`config.mk`:
```
export PLATFORM = sky130hd
export DESIGN_NAME = spi_char_writer
export DESIGN_NICKNAME = d
export VERILOG_FILES = /design/src/rtl/spi_char_writer_pkg.sv /design/src/rtl/spi_byte_rx.sv /design/src/rtl/spi_char_writer.sv
export SDC_FILE = /design/constraint.sdc
export NUM_CORES = 1
export LEC_CHECK = 0
export CAP_MARGIN = 30
export CORE_UTILIZATION = 30
export DETAILED_ROUTE_END_ITERATION = 6
export GPL_ROUTABILITY_DRIVEN = 0
export PLACE_DENSITY_LB_ADDON = 0.25
export SETUP_SLACK_MARGIN = 0.2
export SLEW_MARGIN = 10
export SYNTH_ARGS = -nofsm -noshare
export SYNTH_HDL_FRONTEND = slang
export SYNTH_HIERARCHICAL = 1
export SYNTH_SLANG_ARGS = --single-unit
```
`constraint.sdc`:
```
create_clock -name clk -period 1.9 [get_ports clk]
set_clock_uncertainty 0.15 [all_clocks]
set_input_delay 0.38 -clock clk [delete_from_list [all_inputs] [get_ports clk]]
set_output_delay 0.38 -clock clk [all_outputs]
set_load 0.02 [all_outputs]
```
`src/rtl/spi_char_writer_pkg.sv`:
```
// Shared types and constants for the SPI character writer.
// Latency: n/a (declarations only).
// Backpressure: n/a.
package spi_char_writer_pkg;

    // Frame-level controller states
    typedef enum logic [2:0] {
        ST_IDLE  = 3'd0,
        ST_CMD   = 3'd1,
        ST_DATA  = 3'd2,
        ST_CLR   = 3'd3,
        ST_DRAIN = 3'd4
    } state_e;

    // Command byte layout: bit 7 set selects a write with a start address
    localparam int          CMD_WRITE_BIT = 7;
    localparam logic [7:0]  CMD_CLEAR     = 8'h00;
    localparam logic [7:0]  CLEAR_CHAR    = 8'h20;

    // Character address advance with wrap at the last RAM location
    function automatic logic [7:0] next_addr(input logic [7:0] addr, input logic [7:0] addr_max);
        return (addr == addr_max) ? 8'd0 : addr + 8'd1;
    endfunction

endpackage

```
`src/rtl/spi_byte_rx.sv`:
```
// SPI mode-0 byte receiver: synchronises sclk/cs_n/mosi and assembles MSB-first bytes.
// Latency: byte_valid pulses 3 clk after the 8th sclk rising edge reaches the pins.
// Backpressure: none; byte_valid is a one-clk pulse that must be consumed immediately.
module spi_byte_rx (
    input  logic       clk,
    input  logic       sysrst,
    input  logic       spi_sclk,
    input  logic       spi_cs_n,
    input  logic       spi_mosi,
    output logic       byte_valid,
    output logic [7:0] byte_data,
    output logic       cs_active
`ifdef SPI_ECHO_EN
    ,
    output logic       sclk_fall
`endif
);

    logic       sclk_meta_q, sclk_s_q, sclk_prev_q;
    logic       cs_meta_q, cs_s_q;
    logic       mosi_meta_q, mosi_s_q;
    logic [2:0] bit_cnt_q;
    logic [6:0] shift_q;
    logic       byte_valid_q;
    logic [7:0] byte_data_q;
    logic       sclk_rise;

    // Two-flop synchronisers, reset to the idle bus levels
    always_ff @(posedge clk or negedge sysrst) begin
        if (!sysrst) begin
            sclk_meta_q <= 1'b0;
            sclk_s_q    <= 1'b0;
            sclk_prev_q <= 1'b0;
            cs_meta_q   <= 1'b1;
            cs_s_q      <= 1'b1;
            mosi_meta_q <= 1'b0;
            mosi_s_q    <= 1'b0;
        end else begin
            sclk_meta_q <= spi_sclk;
            sclk_s_q    <= sclk_meta_q;
            sclk_prev_q <= sclk_s_q;
            cs_meta_q   <= spi_cs_n;
            cs_s_q      <= cs_meta_q;
            mosi_meta_q <= spi_mosi;
            mosi_s_q    <= mosi_meta_q;
        end
    end

    // mosi and sclk share the same synchroniser depth, so mosi_s_q is the bit sampled at the edge
    assign sclk_rise = sclk_s_q & ~sclk_prev_q;

    // Bit/byte assembly; any partial byte is thrown away while cs_n is high
    always_ff @(posedge clk or negedge sysrst) begin
        if (!sysrst) begin
            bit_cnt_q    <= 3'd0;
            shift_q      <= 7'd0;
            byte_valid_q <= 1'b0;
            byte_data_q  <= 8'd0;
        end else begin
            byte_valid_q <= 1'b0;
            if (cs_s_q) begin
                bit_cnt_q <= 3'd0;
            end else if (sclk_rise) begin
                shift_q   <= {shift_q[5:0], mosi_s_q};
                bit_cnt_q <= bit_cnt_q + 3'd1;
                if (bit_cnt_q == 3'd7) begin
                    byte_valid_q <= 1'b1;
                    byte_data_q  <= {shift_q, mosi_s_q};
                end
            end
        end
    end

    assign byte_valid = byte_valid_q;
    assign byte_data  = byte_data_q;
    assign cs_active  = ~cs_s_q;
`ifdef SPI_ECHO_EN
    assign sclk_fall  = ~sclk_s_q & sclk_prev_q;
`endif

endmodule

```
`src/rtl/spi_char_writer.sv`:
```
// SPI command decoder writing a character RAM and requesting LCD refresh; optional echo via SPI_ECHO_EN.
// Latency: wren one clk after each completed data byte; update one clk after the frame's final write.
// Backpressure: none; RAM accepts every write strobe, SPI bytes in CLR/DRAIN are discarded.
module spi_char_writer
    import spi_char_writer_pkg::*;
#(
    parameter int CHAR_COUNT = 32,
    parameter int UPD_WIDTH  = 16
) (
    input  logic       clk,
    input  logic       sysrst,
    input  logic       spi_sclk,
    input  logic       spi_cs_n,
    input  logic       spi_mosi,
    output logic       spi_miso,
    output logic [7:0] wr_data,
    output logic [7:0] wr_addr,
    output logic       wren,
    output logic       update,
    output logic       frame_err
);

    localparam logic [7:0] ADDR_MAX = 8'(CHAR_COUNT - 1);
    localparam int         UCW      = $clog2(UPD_WIDTH + 1);
    localparam logic [UCW-1:0] UPD_LOAD = UCW'(UPD_WIDTH - 1);

    logic       byte_valid;
    logic [7:0] byte_data;
    logic       cs_active;
    logic       cs_prev_q;
    logic       cs_fall, cs_rise;

    state_e     state_q;
    logic [7:0] addr_q;
    logic       wrote_q;
    logic [1:0] settle_q;
    logic       wren_q, frame_err_q, upd_start_q;
    logic [7:0] wr_data_q, wr_addr_q;
    logic       update_q;
    logic [UCW-1:0] upd_cnt_q;

`ifdef SPI_ECHO_EN
    logic       sclk_fall;
`endif

    spi_byte_rx u_rx (
        .clk        (clk),
        .sysrst     (sysrst),
        .spi_sclk   (spi_sclk),
        .spi_cs_n   (spi_cs_n),
        .spi_mosi   (spi_mosi),
        .byte_valid (byte_valid),
        .byte_data  (byte_data),
        .cs_active  (cs_active)
`ifdef SPI_ECHO_EN
        ,
        .sclk_fall  (sclk_fall)
`endif
    );

    assign cs_fall = cs_active & ~cs_prev_q;
    assign cs_rise = ~cs_active & cs_prev_q;

    // Frame controller with registered RAM-write and error outputs.
    // settle_q masks the synchroniser catching up after reset so a cs_n held low
    // through reset is not mistaken for a new frame start.
    always_ff @(posedge clk or negedge sysrst) begin
        if (!sysrst) begin
            state_q     <= ST_IDLE;
            addr_q      <= 8'd0;
            wrote_q     <= 1'b0;
            settle_q    <= 2'd0;
            cs_prev_q   <= 1'b0;
            wren_q      <= 1'b0;
            frame_err_q <= 1'b0;
            upd_start_q <= 1'b0;
            wr_data_q   <= 8'd0;
            wr_addr_q   <= 8'd0;
        end else begin
            wren_q      <= 1'b0;
            frame_err_q <= 1'b0;
            upd_start_q <= 1'b0;
            cs_prev_q   <= cs_active;
            if (settle_q != 2'd3) begin
                settle_q <= settle_q + 2'd1;
            end
            case (state_q)
                ST_IDLE: begin
                    if (cs_fall && settle_q == 2'd3) begin
                        state_q <= ST_CMD;
                    end
                end
                ST_CMD: begin
                    if (cs_rise) begin
                        state_q <= ST_IDLE;
                    end else if (byte_valid) begin
                        if (byte_data[CMD_WRITE_BIT] && ({1'b0, byte_data[6:0]} <= ADDR_MAX)) begin
                            addr_q  <= {1'b0, byte_data[6:0]};
                            wrote_q <= 1'b0;
                            state_q <= ST_DATA;
                        end else if (byte_data == CMD_CLEAR) begin
                            addr_q  <= 8'd0;
                            state_q <= ST_CLR;
                        end else begin
                            frame_err_q <= 1'b1;
                            state_q     <= ST_DRAIN;
                        end
                    end
                end
                ST_DATA: begin
                    if (byte_valid) begin
                        wren_q    <= 1'b1;
                        wr_data_q <= byte_data;
                        wr_addr_q <= addr_q;
                        addr_q    <= next_addr(addr_q, ADDR_MAX);
                        wrote_q   <= 1'b1;
                    end
                    if (cs_rise) begin
                        state_q     <= ST_IDLE;
                        upd_start_q <= wrote_q | byte_valid;
                    end
                end
                ST_CLR: begin
                    wren_q    <= 1'b1;
                    wr_data_q <= CLEAR_CHAR;
                    wr_addr_q <= addr_q;
                    addr_q    <= next_addr(addr_q, ADDR_MAX);
                    if (addr_q == ADDR_MAX) begin
                        upd_start_q <= 1'b1;
                        state_q     <= cs_active ? ST_DRAIN : ST_IDLE;
                    end
                end
                ST_DRAIN: begin
                    if (cs_rise) begin
                        state_q <= ST_IDLE;
                    end
                end
                default: state_q <= ST_IDLE;
            endcase
        end
    end

    // Update pulse stretcher; a fresh request restarts the full width
    always_ff @(posedge clk or negedge sysrst) begin
        if (!sysrst) begin
            update_q  <= 1'b0;
            upd_cnt_q <= '0;
        end else if (upd_start_q) begin
            update_q  <= 1'b1;
            upd_cnt_q <= UPD_LOAD;
        end else if (update_q) begin
            if (upd_cnt_q == '0) begin
                update_q <= 1'b0;
            end else begin
                upd_cnt_q <= upd_cnt_q - 1'b1;
            end
        end
    end

`ifdef SPI_ECHO_EN
    logic [7:0] echo_sr_q, echo_next_q;
    logic       echo_load_q;

    // Echo shifter: presents the previous byte MSB first, advancing on sclk falling edges
    always_ff @(posedge clk or negedge sysrst) begin
        if (!sysrst) begin
            echo_sr_q   <= 8'd0;
            echo_next_q <= 8'd0;
            echo_load_q <= 1'b0;
        end else if (cs_fall) begin
            echo_sr_q   <= 8'd0;
            echo_next_q <= 8'd0;
            echo_load_q <= 1'b0;
        end else begin
            if (byte_valid) begin
                echo_next_q <= byte_data;
                echo_load_q <= 1'b1;
            end
            if (sclk_fall && cs_active) begin
                if (echo_load_q) begin
                    echo_sr_q   <= echo_next_q;
                    echo_load_q <= 1'b0;
                end else begin
                    echo_sr_q <= {echo_sr_q[6:0], 1'b0};
                end
            end
        end
    end

    assign spi_miso = echo_sr_q[7];
`else
    assign spi_miso = 1'b0;
`endif

    assign wren      = wren_q;
    assign wr_data   = wr_data_q;
    assign wr_addr   = wr_addr_q;
    assign frame_err = frame_err_q;
    assign update    = update_q;

endmodule
```
## Yosys cells after proc, flatten, opt, wreduce, memory -nomap -nowiden

Cells that the tools add are included.

| operators by class | value |
|---|---|
| multiplexer cells | 46 |
| reduce and logical (&&, ||, !) cells | 18 |
| add/sub/neg operators | 4 |
| magnitude comparators | 1 |
| equal/unequal tests | 18 |
| bitwise gates (word level) | 7 |

Operators by type and width:

| operator | number |
|---|---|
| 8-bit 2-to-1 mux | 8 |
| 8-bit case mux with 2 select lines | 2 |
| 3-bit 2-to-1 mux | 10 |
| 8-bit case mux with 3 select lines | 1 |
| 1-bit 2-to-1 mux | 18 |
| 5-bit 2-to-1 mux | 3 |
| 2-bit != test (second input constant) | 6 |
| 3-bit case mux with 4 select lines | 1 |
| 5-bit AND reduction | 2 |
| 8-bit by 1-bit adder with 8-bit output (second input constant) | 1 |
| 8-bit by 5-bit equality test with 1-bit output (second input constant) | 1 |
| 8-bit zero test | 1 |
| 2-bit nonzero test | 4 |
| 7-bit by 5-bit <= comparator with 1-bit output (second input constant) | 1 |
| 3-bit by 2-bit equality test with 1-bit output (second input constant) | 2 |
| 3-bit equality test (second input constant) | 2 |
| 2-bit by 1-bit != test with 1-bit output (second input constant) | 3 |
| 1-bit case mux with 2 select lines | 3 |
| 2-bit AND reduction | 3 |
| 5-bit zero test | 1 |
| 5-bit by 1-bit subtractor with 5-bit output (second input constant) | 1 |
| 4-bit AND reduction | 1 |
| 3-bit by 1-bit adder with 3-bit output (second input constant) | 1 |
| 1-bit bitwise AND | 3 |
| 12 further kinds | 15 |

| storage, ports and cells | value |
|---|---|
| flip-flop bits (word level) | 66 |
| logic and storage cells | 117 |
| input port bits | 5 |
| output and inout bits | 20 |

## Longest topological paths before layout

Gate-level depths: netlist of run 1.

| depth | value |
|---|---|
| depth after elaboration | 6 |
| gate-level depth with buffers | 8 |
| gate-level depth less buffers | 7 |

## By module

The synthesis of run 1 kept the hierarchy.

By module, submodules not included:

| module | area an instance (sq um) | cells an instance | times used | sequential area each (sq um) |
|---|---|---|---|---|
| spi_char_writer | 2055.7 | 201 | 1 | 1001.0 |
| spi_byte_rx | 974.7 | 54 | 1 | 653.1 |

## Worst setup path after synthesis of run 1

Ideal clock, no wire load.

| timing path | value |
|---|---|
| path type | register to register |
| start point | reg addr_q[0] |
| end point | reg state_q[1] |
| setup slack | -0.056 ns |
| data arrival time | 1.678 ns |
| setup time | 0.127 ns |
| stages on the path, launching flop included | 7 |
| required time | 1.623 ns |
| buffers on the path | 0 |
| clock period less this slack | 1.956 ns |
| cell sequence | dfrtp_1 > ha_1 > nand4_4 > o41a_4 > nand2_2 > o311a_2 > mux2_1 |

| on the way | value |
|---|---|
| longest elaborated chain between the ends | 3 |

Ends and longest elaborated chain:

| what | RTL line | text |
|---|---|---|
| from (decl) | spi_char_writer.sv:34 | `logic [7:0] addr_q;` |
| from (signal assigned) | spi_char_writer.sv:98 | `addr_q <= {1'b0, byte_data[6:0]};` |
| from (signal assigned) | spi_char_writer.sv:115 | `addr_q <= next_addr(addr_q, ADDR_MAX);` |
| from (signal assigned) | spi_char_writer.sv:127 | `addr_q <= next_addr(addr_q, ADDR_MAX);` |
| 8-bit by 5-bit equality test with 1-bit output | spi_char_writer.sv:128 | `if (addr_q == ADDR_MAX) begin` |
| 2-bit != test (no line) | n/a |  |
| 4-bit AND reduction (no line) | n/a |  |
| to (signal assigned) | spi_char_writer.sv:130 | `state_q <= cs_active ? ST_DRAIN : ST_IDLE;` |
| to (decl) | spi_char_writer.sv:33 | `state_e state_q;` |

No other way between the ends.
A chain may end at the register's enable or synchronous reset.

## Worst setup path after layout of run 1

| timing path | value |
|---|---|
| start point | reg state_q[2] |
| end point | reg state_q[1] |

| on the way | value |
|---|---|
| longest elaborated chain between the ends | 4 |
| elaborated cells on any way between the ends | 12 |
| those cells by class | 8 x eq/ne; 1 x mux; 3 x reduce/logical |

Ends and longest elaborated chain:

| what | RTL line | text |
|---|---|---|
| 3-bit equality test / 3-bit by 2-bit equality test with 1-bit output (equally long branches) | spi_char_writer.sv:87 | `case (state_q)` |
| 2-bit OR reduction (no line) | n/a |  |
| 2-bit by 1-bit != test with 1-bit output (no line) | n/a |  |
| 4-bit AND reduction (no line) | n/a |  |

Several ways; a longest one is shown, not always the timed one.

==> results_dict.tcl, run 1 <==
set metrics [dict create \
    vias 2179 \
    clock_sinks 66 \
    synth_seq_cells 66 \
    avgSynthCellArea_um2 11.9 \
    io-pin-count 25 \
    wl_um 6160 \
    finalCriticalPeriod_ns 1.85 \
    holdWs_ns 0.203 \
    dieArea_um2 10500 \
    endpoint_kind "register" \
    fp.dieH_um 103 \
    peakVddDrop_mv 0.563 \
    dr.pass1.iters 4 \
    p_sw_share_pct 33.6 \
    achievable-frequency_mhz 541 \
    grt_max_degree 28 \
    p_switching_uw 1590 \
    synth_ff_type "dfrtp_1" \
    nets 340 \
    routed_via_density 4.67 \
    yosys-top-cells-area "dfrtp_1, mux2_2, mux2_4" \
    cts_root_buf "clkbuf_8" \
    drc 0 \
    arrival_ns 1.91 \
    portBuffers 23 \
    grt_usage_pct 13.0 \
    combPwrFrac_pct 38.6 \
    cp-startpoint "state_q[2]" \
    r2r_slack_ns 0.05 \
    place_area_um2 3660 \
    cp-endpoint "state_q[1]" \
    intPower_uw 3130 \
    fin_cells 467 \
    hold_class "register to register" \
    synth-async-reset-ratio_pct 100 \
    syn-instance-count 255 \
    synth_top_area_cell "dfrtp_1" \
    die_x_um 103 \
    drive_gt1_share_pct 40.1 \
    rows 36 \
    status "completed" \
    setup_viol_count_final 0 \
    p_seq_share_pct 37.8 \
    cts_made_buffers 9 \
    worst-setup-path-type "register to register" \
    antenna_cells 0 \
    initial_core_util_pct 31.0 \
    worstReg2RegStart "state_q[2]" \
    clkTransAtPathRegs_ns 0.08 \
    placed_cells 435 \
    coreArea_um2 9770 \
    rr_worst_depth 5 \
    yosysWarnings 6 \
    final_hold_viol_count 0 \
    fin_util_pct 42.0 \
    finalInstanceArea_um2 4110 \
    grt_setup_unrepaired "yes" \
    synth-edff-count 0 \
    timing.rr.end "state_q[1]" \
    synth_nets 266 \
    yosys.area.top_type_share_pct 52.8 \
    cp_max_fo 6 \
    wl_per_cell_um 13.2 \
    antenna_left 0 \
    drv_slew 0 \
    clk_latency_ns 0.33 \
    cts_max_path_buffers 2 \
    grt_pass1_wl_um 10500 \
    yosysSeqAreaShare_pct 54.6 \
    antenna_found_initial 0 \
    synthToLayoutAreaGrowth_pct 35.5 \
    cts_tree "yes" \
    place.detailed.hpwl_um 4160 \
    syn_area_um2 3030 \
    ys_types 54 \
    p_leak_uw 0.00195 \
    clock_power_share_pct 23.6 \
    timing.final.ws_setup_ns 0.0500 \
    period_share_pct 97.4 \
    detail_route.iter0.violations 82 \
    grt_overflow 0 \
    startpoint_type "register" \
    htreeDepth 3 \
    first_global_vias 2185 \
    place_ws_ns 0.00569 \
    cap_violations 0 \
    power.density_nw_per_um2 1150 \
    crit_required_ns 1.96 \
]
==> worst min-delay path by stage <==
stage,depth (start not counted),endpoint,start,slack [ns]
floorplan,0,addr_q[0],sysrst,-0.07
global placement,1,update,sysrst,0.18
detailed placement,1,update,sysrst,0.19
CTS,0,u_rx/mosi_s_q,u_rx/mosi_meta_q,0.21
global route,0,u_rx/mosi_s_q,u_rx/mosi_meta_q,0.22
finish,0,u_rx/mosi_s_q,u_rx/mosi_meta_q,0.20
==> flip-flops by register name (all words and copies together) (netlist names), 2 cells and up <==
register	flops
addr_q	8
settle_q	2
state_q	3
u_rx/bit_cnt_q	3
u_rx/byte_data	8
u_rx/shift_q	7
upd_cnt_q	5
wr_addr	8
wr_data	8
==> power by group through the flow <==
stage	Combinational, µW	Clock, µW	Sequential (µW)
finish	1820	1110	1790
detailed placement	1500	0	1800
floorplan	898	0	1820
global route	1980	1210	1820
CTS	1740	1160	1780
global placement	1490	0	1790
==> critical path: stages (launching register included) <==
cell	delay [ns]
dfrtp_1	0.46
nor2_1	0.24
nand3_1	0.12
o211ai_1	0.24
o311a_4	0.24
mux2_4	0.30
==> layer usage <==
layer	global-route usage (%)	routed length (µm)
met5	0	0
met4	3.96	61
met3	3.66	174
met2	20.2	2800
met1	17.5	3120
==> placed cells by master (no fill, tap or decap), types with 9 or more instances in the layout <==
| cell type | instances |
|---|---|
| dfrtp_1 | 59 |
| buf_4 | 46 |
| nor2_1 | 19 |
| dlygate4sd2_1 | 19 |
| mux2_2 | 16 |
| nand2_1 | 14 |
| nor2b_1 | 11 |
| o21ai_0 | 9 |
| mux2_4 | 9 |
| clkbuf_8 | 9 |
==> repair_timing <==
item / CTS / global route
setup buffers: 9 / 6
setup endpoints to repair: 31 / 24
endpoints found under the hold margin: 11 / 0
resized for setup: 40 / 20
hold buffers: 1 / 0
cloned: 0 / 0
pin swaps: 10 / 8
==> through the flow <==
stage	TNS, ns	total power [µW]
2_1_floorplan	-0.0261	2720
3_3_place_gp	0	3290
3_5_place_dp	0	3300
4_1_cts	0	4680
5_1_grt	-0.0693	5010
6_report	0	4720
==> cell type report <==
type                       count  area [µm²]
multi-input combinational    166        1410
timing repair buffer          76         642
tap                          133         166
inverter                      10        37.5
fill                         983        5670
clock buffer                  10         128
clock inverter                 6        57.6
sequential                    66        1660
==> synth_stat cells (7+ instances only) <==
master   number
mux2_2       16
dfrtp_1      64
a21oi_1       7
mux2_4        8
inv_1        10
nor2_1       20
nor2b_1      12
o21ai_0      12
a31oi_1       8
nand2_1      14
==> cell families after synthesis <==
logic type / count (synthesis) / synth area share (%)
AND/OR/NAND/NOR: 71 / 12.7
flip-flops: 66 / 54.6
AO/OA/AOI/OAI: 54 / 13.1
multiplexers: 28 / 11.3
buffers and inverters: 23 / 4.00
adder cells (fa/ha/maj): 6 / 2.48
XOR/XNOR: 6 / 1.73
other: 1 / 0.124
No activity file was read; power rests on OpenSTA's default activity.
==> run 2, diff against run 1 <==
Settings changed: HOLD_SLACK_MARGIN set to 0.08.
==> results of run 2 <==
No change in the layout: final DEF, timing and power equal those of run 1.
==> run 3, diff against run 2 <==
Settings changed: REMOVE_ABC_BUFFERS set to 1, SYNTH_HIERARCHICAL 1 to not set.
==> run 3 against run 2 <==
Against the previous run:
- the run now ends with setup timing left
- combinational power fell by 22%
- synthesized area fell by 2.0%
- die area fell by 1.9%
- total power fell by 7.7%
- non-clock buffer count rose by 1
- largest power group is now registers
- sequential power fell by 3%
- worst hold slack improved by 0.0011 ns
- clock-buffer cell count fell by 1
- final cell count rose by 0.64%
- critical endpoint unchanged
- fmax fell by 6.9%
==> results_dict.tcl, run 3 <==
set metrics [dict create \
    status "finished, violations left" \
    violations "setup timing" \
    ys_types 49 \
    cp_slowest_stage_delay_ns 0.47 \
    p_leak_uw 0.00193 \
    avgSynthCellArea_um2 11.4 \
    yosysSeqAreaShare_pct 55.7 \
    cts_tree "yes" \
    layout_common_cells "dfrtp_1, buf_4, nand2_1" \
    wl_met3_um 206 \
    synth.top_cells.by_count "dfrtp_1, nand2_1, mux2_2, nor2_1, inv_1" \
    cp_slowest_cell "or4b_4" \
    achievable-frequency_mhz 503 \
    initial_core_util_pct 31.5 \
    final_hold_viol_count 0 \
    synth_top_area_cell "dfrtp_1" \
    peakVddDrop_mv 0.423 \
    drv_slew 0 \
    antenna_cells 0 \
    htreeDepth 3 \
    clkTransAtPathRegs_ns 0.08 \
    yosys-top-cells-area "dfrtp_1, mux2_2, nand2_1" \
    syn_area_um2 2970 \
    portBuffers 23 \
    cts_made_buffers 9 \
    yosysWarnings 0 \
    wl_per_cell_um 13.5 \
    finalCriticalPeriod_ns 1.99 \
    dr.pass1.iters 4 \
    grt_overflow 0 \
    startpoint_type "register" \
    synth_seq_cells 66 \
    antenna_left 0 \
    grt_usage_pct 14.0 \
    rows 35 \
    endpoint_kind "register" \
    grt_pass1_wl_um 11000 \
    synth_ff_type "dfrtp_1" \
    clock_sinks 66 \
    drc 0 \
    drive_gt1_share_pct 37.0 \
    syn-instance-count 260 \
    arrival_ns 2.07 \
    coreArea_um2 9420 \
    maxUsedRoutingLayer "met4" \
    met1Wirelength_um 2840 \
    timing.final.ws_setup_ns -0.0869 \
    crit_required_ns 1.99 \
    synth-async-reset-ratio_pct 100 \
    grt_max_degree 67 \
    cts_max_path_buffers 2 \
    yosys.area.top_type_share_pct 53.9 \
    fp.dieH_um 102 \
    die_x_um 102 \
    crit_chain "ha_1 -> or4b_4 -> a32oi_1 -> o21ai_1 -> a21o_1 -> mux2_4" \
    place.detailed.hpwl_um 4410 \
    hold_class "register to register" \
    io-pin-count 25 \
    power.density_nw_per_um2 1080 \
    worst-setup-path-type "register to register" \
    detail_route.iter0.violations 115 \
    nets 347 \
    synthToLayoutAreaGrowth_pct 36.1 \
    cts_root_buf "clkbuf_8" \
    dieArea_um2 10300 \
    place_area_um2 3630 \
    wl_um 6360 \
    finalInstanceArea_um2 4040 \
    place_ws_ns -0.0781 \
    synth-edff-count 0 \
    yosysMostFrequentCell "dfrtp_1" \
    grt_setup_unrepaired "yes" \
    setup_viol_count_final 1 \
    layout_commonest_cell "dfrtp_1" \
    period_share_pct 105 \
    wl_met2_um 3160 \
    vias 2221 \
    antenna_found_initial 0 \
    first_global_vias 2245 \
    routed_via_density 4.73 \
    cap_violations 0 \
    cp_max_fo 2 \
    clk_latency_ns 0.36 \
]
-- run 3: per-stage QoR --
step | std cells | hold WS [ns] | total power [µW] | setup TNS (ns) | util, %
after floorplan | 248 | -0.0656 | 2420 | -1.89 | -
after global placement | 444 | 0.182 | 2990 | -0.0466 | 38.6
after detailed placement | 444 | 0.187 | 3010 | -0.0840 | 38.6
after CTS | 466 | 0.207 | 4360 | -0.0838 | 41.9
after global routing | 470 | 0.211 | 4620 | -0.462 | 42.9
final | 470 | 0.204 | 4360 | -0.0869 | 42.9
-- run 3: area by class of cell --
cell class / count / area, µm²
clock inverter: 7 / 78.8
clock buffer: 9 / 124
sequential: 66 / 1660
multi-input combinational: 170 / 1340
fill: 922 / 5370
tap: 129 / 161
inverter: 12 / 47.5
timing repair buffer: 77 / 638
-- run 3: worst max-delay path, delay by kind of cell, from the launching register on --
kind | cells | cell delay, ns
simple gates | 1 | 0.47
compound gates | 3 | 0.45
flops | 1 | 0.35
mux | 1 | 0.29
fa+ha+maj | 1 | 0.17
-- run 3: cell families after synthesis --
kind of cell	share of synthesized area [%]
DFF	55.7
other	0.126
AOI/OAI and AO/OA	12.7
xor gates and xnor gates	1.47
muxes	10.3
buffers and inverters	3.83
and+or+nand+nor	13.4
adders and majority gates	2.53
-- run 3: what timing repair did --
action / CTS / global route
setup buffers: 5 / 4
setup endpoints to repair: 48 / 26
gates cloned: 0 / 0
endpoints found under the hold margin: 64 / 0
hold buffers: 1 / 0
pin swaps: 12 / 7
resized for setup: 38 / 15
-- run 3: routing by layer --
layer	GRT usage (%)	up-vias
met3	4.69	14
met4	6.02	0
met5	0	-
met2	22.0	33
met1	17.5	1106
li1	-	1068
-- run 3: path summary, 6_finish.rpt --
kind                            endpoint        startpoint  depth (start not counted)  slack [ns]
max                           state_q[1]       settle_q[0]                          6       -0.09
min                        u_rx.mosi_s_q  u_rx.mosi_meta_q                          0        0.20
max reg2reg                   state_q[1]       settle_q[0]                          6       -0.09
min reg2reg                u_rx.mosi_s_q  u_rx.mosi_meta_q                          0        0.20
max in group asynchronous    u_rx.cs_s_q            sysrst                          3        0.84
min in group asynchronous   upd_cnt_q[2]            sysrst                          3        0.41
-- run 3: power breakdown --
part           switching, µW  internal (µW)
Clock                    600            614
Combinational            714            704
Sequential               132           1600
==> variant 1, RTL diff (config.mk and constraints of run 1) <==
Build with the macro `SPI_ECHO_EN` defined.
--- a/src/rtl/spi_byte_rx.sv
+++ b/src/rtl/spi_byte_rx.sv
@@ -3,2 +3,4 @@
 // Backpressure: none; byte_valid is a one-clk pulse that must be consumed immediately.
+`define SPI_ECHO_EN
+
 module spi_byte_rx (
Check against the original RTL: no difference found for any inputs over 10 cycles, from zero or initial values and one cycle with sysrst low; that may be too few to reach the edited logic, so the function may still have changed.
==> variant 1 against run 1 <==
  * Final area rose by 28%
  * Final cell count rose by 26%
  * Area after synthesis rose by 26%
  * Count of clock-buffer cells in the layout rose by 2
  * Critical path depth fell by 1
  * Combinational power fell by 4%
  * Worst hold slack got worse by 0.0027 ns
  * Wire length rose by 37%
  * Non-clock buffer count rose by 19
  * Setup slack improved by 0.034 ns
  * Total power rose by 18%
  * Sequential cell count rose by 17
  * Sequential share of layout area fell by 0.87 points
  * Largest power group is now sequential cells
  * Highest routed layer unchanged
==> variant 1: results (changes against run 1) <==
* Status: finished, final reports clean
* Post-synthesis sequential area ratio at 0.546 (about the same)
* Reg area at 2090 um^2 (+26%)
* Period minus WS final at 1.82 ns (-0.0343 ns)
* GR Util All Layers at 0.139 (+0.00941)
* Drt wl/cell at 14.4 um (+9.1%)
* Vias/cell at 4.68 (+0.26%)
* Max FO, Critical Path at 7 (+1)
* Post-DP HPWL at 5490 um (+32%)
* Sequential power at 2.11 mW (+18%)
* Power Clock at 1.72 mW (+55%)
* Synthesized instance count at 322 (+26%)
* Syn Nets at 333 (+25%)
* WL final at 8440 um (+37%)
* Clk root buf: clkbuf_16
* Share of cells above drive strength 1 at 0.389 (-0.0122)
* Pre-CTS setup slack at 0.0300 ns (+0.0243 ns)
* Pint at 3.93 mW (+25%)
* CTS clk-pin slew, worst paths at 0.06 ns (-0.02 ns)
* Dominant cells by area after synthesis: dfrtp_1, mux2_2, mux2i_1
* Crit path max-delay cell type: dfrtp_2
* Filler cells at 1,149 (+17%)
* Number of port buffers at 24 (+4.3%)
* Setup crit end: addr_q[6]$_DFFE_PN0P_
* Unique masters post-synth at 58 (+7.4%)
* Largest net degree at the start of global routing at 38 (+36%)
* Nets at 425 (+25%)
* Arrival time at the worst endpoint at 1.86 ns (-0.05 ns)
* Worst R2R Setup Slack at 0.08 ns (+0.03 ns)
* First-pass GRT wire length at 13,900 um (+33%)
* Pwr dens at 1060 nW/um^2 (-8.1%)
==> variant 1: how the worst min path moves through the flow <==
stage                                    start                  endpoint  slack (ns)  cells after the start
global route        u_rx/mosi_meta_q$_DFF_PN0_   u_rx/mosi_s_q$_DFF_PN0_        0.20                      0
floorplan                               sysrst     addr_q[0]$_DFFE_PN0P_       -0.07                      0
finish              u_rx/mosi_meta_q$_DFF_PN0_   u_rx/mosi_s_q$_DFF_PN0_        0.20                      0
CTS                 u_rx/mosi_meta_q$_DFF_PN0_   u_rx/mosi_s_q$_DFF_PN0_        0.20                      0
global placement                        sysrst  upd_cnt_q[2]$_DFFE_PN0P_         0.1                      1
detailed placement                      sysrst  upd_cnt_q[2]$_DFFE_PN0P_        0.09                      1
==> variant 1: per-layer routing <==
layer | routed length [um] | GRT usage | up-vias
met5 | 0 | 0 | -
met4 | 137 | 0.0450 | 0
met3 | 187 | 0.0381 | 12
met2 | 4150 | 0.226 | 45
met1 | 3970 | 0.179 | 1348
li1 | - | - | 1341
==> variant 1: timing repair <==
item	4_1_cts	5_1_grt
setup buffers	24	11
pin swaps	15	15
gates resized for setup	55	21
setup endpoints to repair	43	18
cloned	1	0
endpoints found under the hold margin	11	0
hold buffers	1	0
==> variant 1: layout make-up <==
type	instances	share of cell area
clock buffer	12	0.0467
tap	168	0.0399
sequential	83	0.396
multi-input combinational	216	0.353
timing repair buffer	95	0.148
clock inverter	4	0.00949
inverter	9	0.00688
==> variant 1: cell families (layout without fill, tap and decap cells) <==
family / after synthesis / in the layout / synth area share
fa+ha+maj: 6 / 6 / 0.0197
mux: 46 / 46 / 0.138
simple gates: 100 / 100 / 0.147
buf+inv: 23 / 120 / 0.0286
xor+xnor: 5 / 5 / 0.0115
flops: 83 / 83 / 0.546
compound gates: 59 / 59 / 0.110
==> variant 2, RTL diff (config.mk and constraints of run 1) <==
Made on the original files. The 5 states of `state_e` get a one-hot encoding in 5 bits.
--- a/src/rtl/spi_char_writer_pkg.sv
+++ b/src/rtl/spi_char_writer_pkg.sv
@@ -6,8 +6,8 @@
     // Frame-level controller states
-    typedef enum logic [2:0] {
-        ST_IDLE  = 3'd0,
-        ST_CMD   = 3'd1,
-        ST_DATA  = 3'd2,
-        ST_CLR   = 3'd3,
-        ST_DRAIN = 3'd4
+    typedef enum logic [4:0] {
+        ST_IDLE  = 5'b00001,
+        ST_CMD   = 5'b00010,
+        ST_DATA  = 5'b00100,
+        ST_CLR   = 5'b01000,
+        ST_DRAIN = 5'b10000
     } state_e;
Function: same outputs for any inputs over 10 cycles, from zero or initial values and one cycle with sysrst low; not proved beyond that.
==> variant 2 against run 1 <==
  * Total power shrank 17%
  * Synthesized cell count grew 3.1%
  * Die area grew 2.0%
  * Combinational power shrank 41%
  * Final area grew 7.0%
  * Area after synthesis grew 2.1%
  * Wire length grew 12%
  * Setup slack lost 0.027 ns
  * Sequential cell count grew 2
==> variant 2: results (changes against run 1) <==
* Share of cells above drive strength 1 at 0.478 (+0.0763)
* Vias/cell at 4.79 (+2.7%)
* Bufs w/o clock at 82 (+7.9%)
* Pre-CTS setup slack at -0.0157 ns (-0.0214 ns)
* Net switching power at 1.25 mW (-21%)
* Largest net degree at the start of global routing at 69 (+150%)
* Reg area at 1710 um^2 (+2.9%)
* Post-synthesis sequential area ratio at 0.551 (+0.00555)
* Dominant cells by area after synthesis: dfrtp_1, mux2_4, nand2_1
* Fmax at 0.533 GHz (-1.5%)
* Synth cell count leaders: dfrtp_1, nand2_1, a21oi_1
* First-pass GRT wire length at 11,600 um (+11%)
* Filler cells at 914 (-7.0%)
* Syn Nets at 274 (+3.0%)
* Post-Synth XOR/XNOR Area at 0.0170 (-0.000351)
* Drt wl/cell at 14.2 um (+7.4%)
* Mux cell area share after synthesis at 0.0878 (-0.0249)
* Switching portion of total power at 0.318 (-0.0178)
* Post-Synth Adder-Cell Area at 0.0243 (-0.000501)
* Lkg Pwr at 2.09 nW (+7.0%)
* Postcts setup bufs at 13 (+4)
* Final-layout clock-cell area share at 0.0422 (-0.00295)
* Synth-to-Final Area Change at 42.0%
* Flop pwr share at 0.446 (+0.068)
* Compound-cell area share of the yosys netlist at 0.115 (-0.0160)
* Worst R2R Setup Slack at 0.02 ns (-0.03 ns)
* Non-CTS inverters at 8 (-2)
* Clk_lat worst skew at 0.35 ns (+0.02 ns)
* Crit. Startpoint: state_q[4]$_DFFE_PN0P_
* Multi-In Gates at 182 (+9.6%)
* FFs & Latches at 68 (+3.0%)
* Post-route insts no fill at 489 (+4.7%)
* # resized after CTS at 53 (+33%)
* Synthesized area per cell at 11.8 um^2 (-1.0%)
* Status: finished, final reports clean
* Buffering overhead at 0.160 (+0.00400)
variant 2: changes by cell type after synthesis, sizes merged, moves of 3 or more:
| cell | before | now |
|---|---|---|
| nand2 | 15 | 40 |
| nor2 | 21 | 11 |
| nor2b | 12 | 5 |
| a22o | 0 | 6 |
| mux2 | 25 | 19 |
| o21ai | 15 | 9 |
| a21oi | 7 | 12 |
| clkbuf | 6 | 1 |
| inv | 10 | 6 |
| nand4 | 1 | 5 |
| a32oi | 3 | 0 |
| and2 | 1 | 4 |
| o22ai | 2 | 5 |
variant 2: worst max-delay path, stage by stage, from the launching register on:
cell and delay [ns]:
dfrtp_2 0.48, nor3_4 0.31, nand2_2 0.10, a22o_4 0.27, and2_4 0.16, mux2_4 0.29
variant 2: per-layer routing:
| layer | GRT usage | routed length, um |
|---|---|---|
| met2 | 0.219 | 3480 |
| met5 | 0 | 0 |
| met3 | 0.0415 | 280 |
| met1 | 0.175 | 3110 |
| met4 | 0.0373 | 53 |
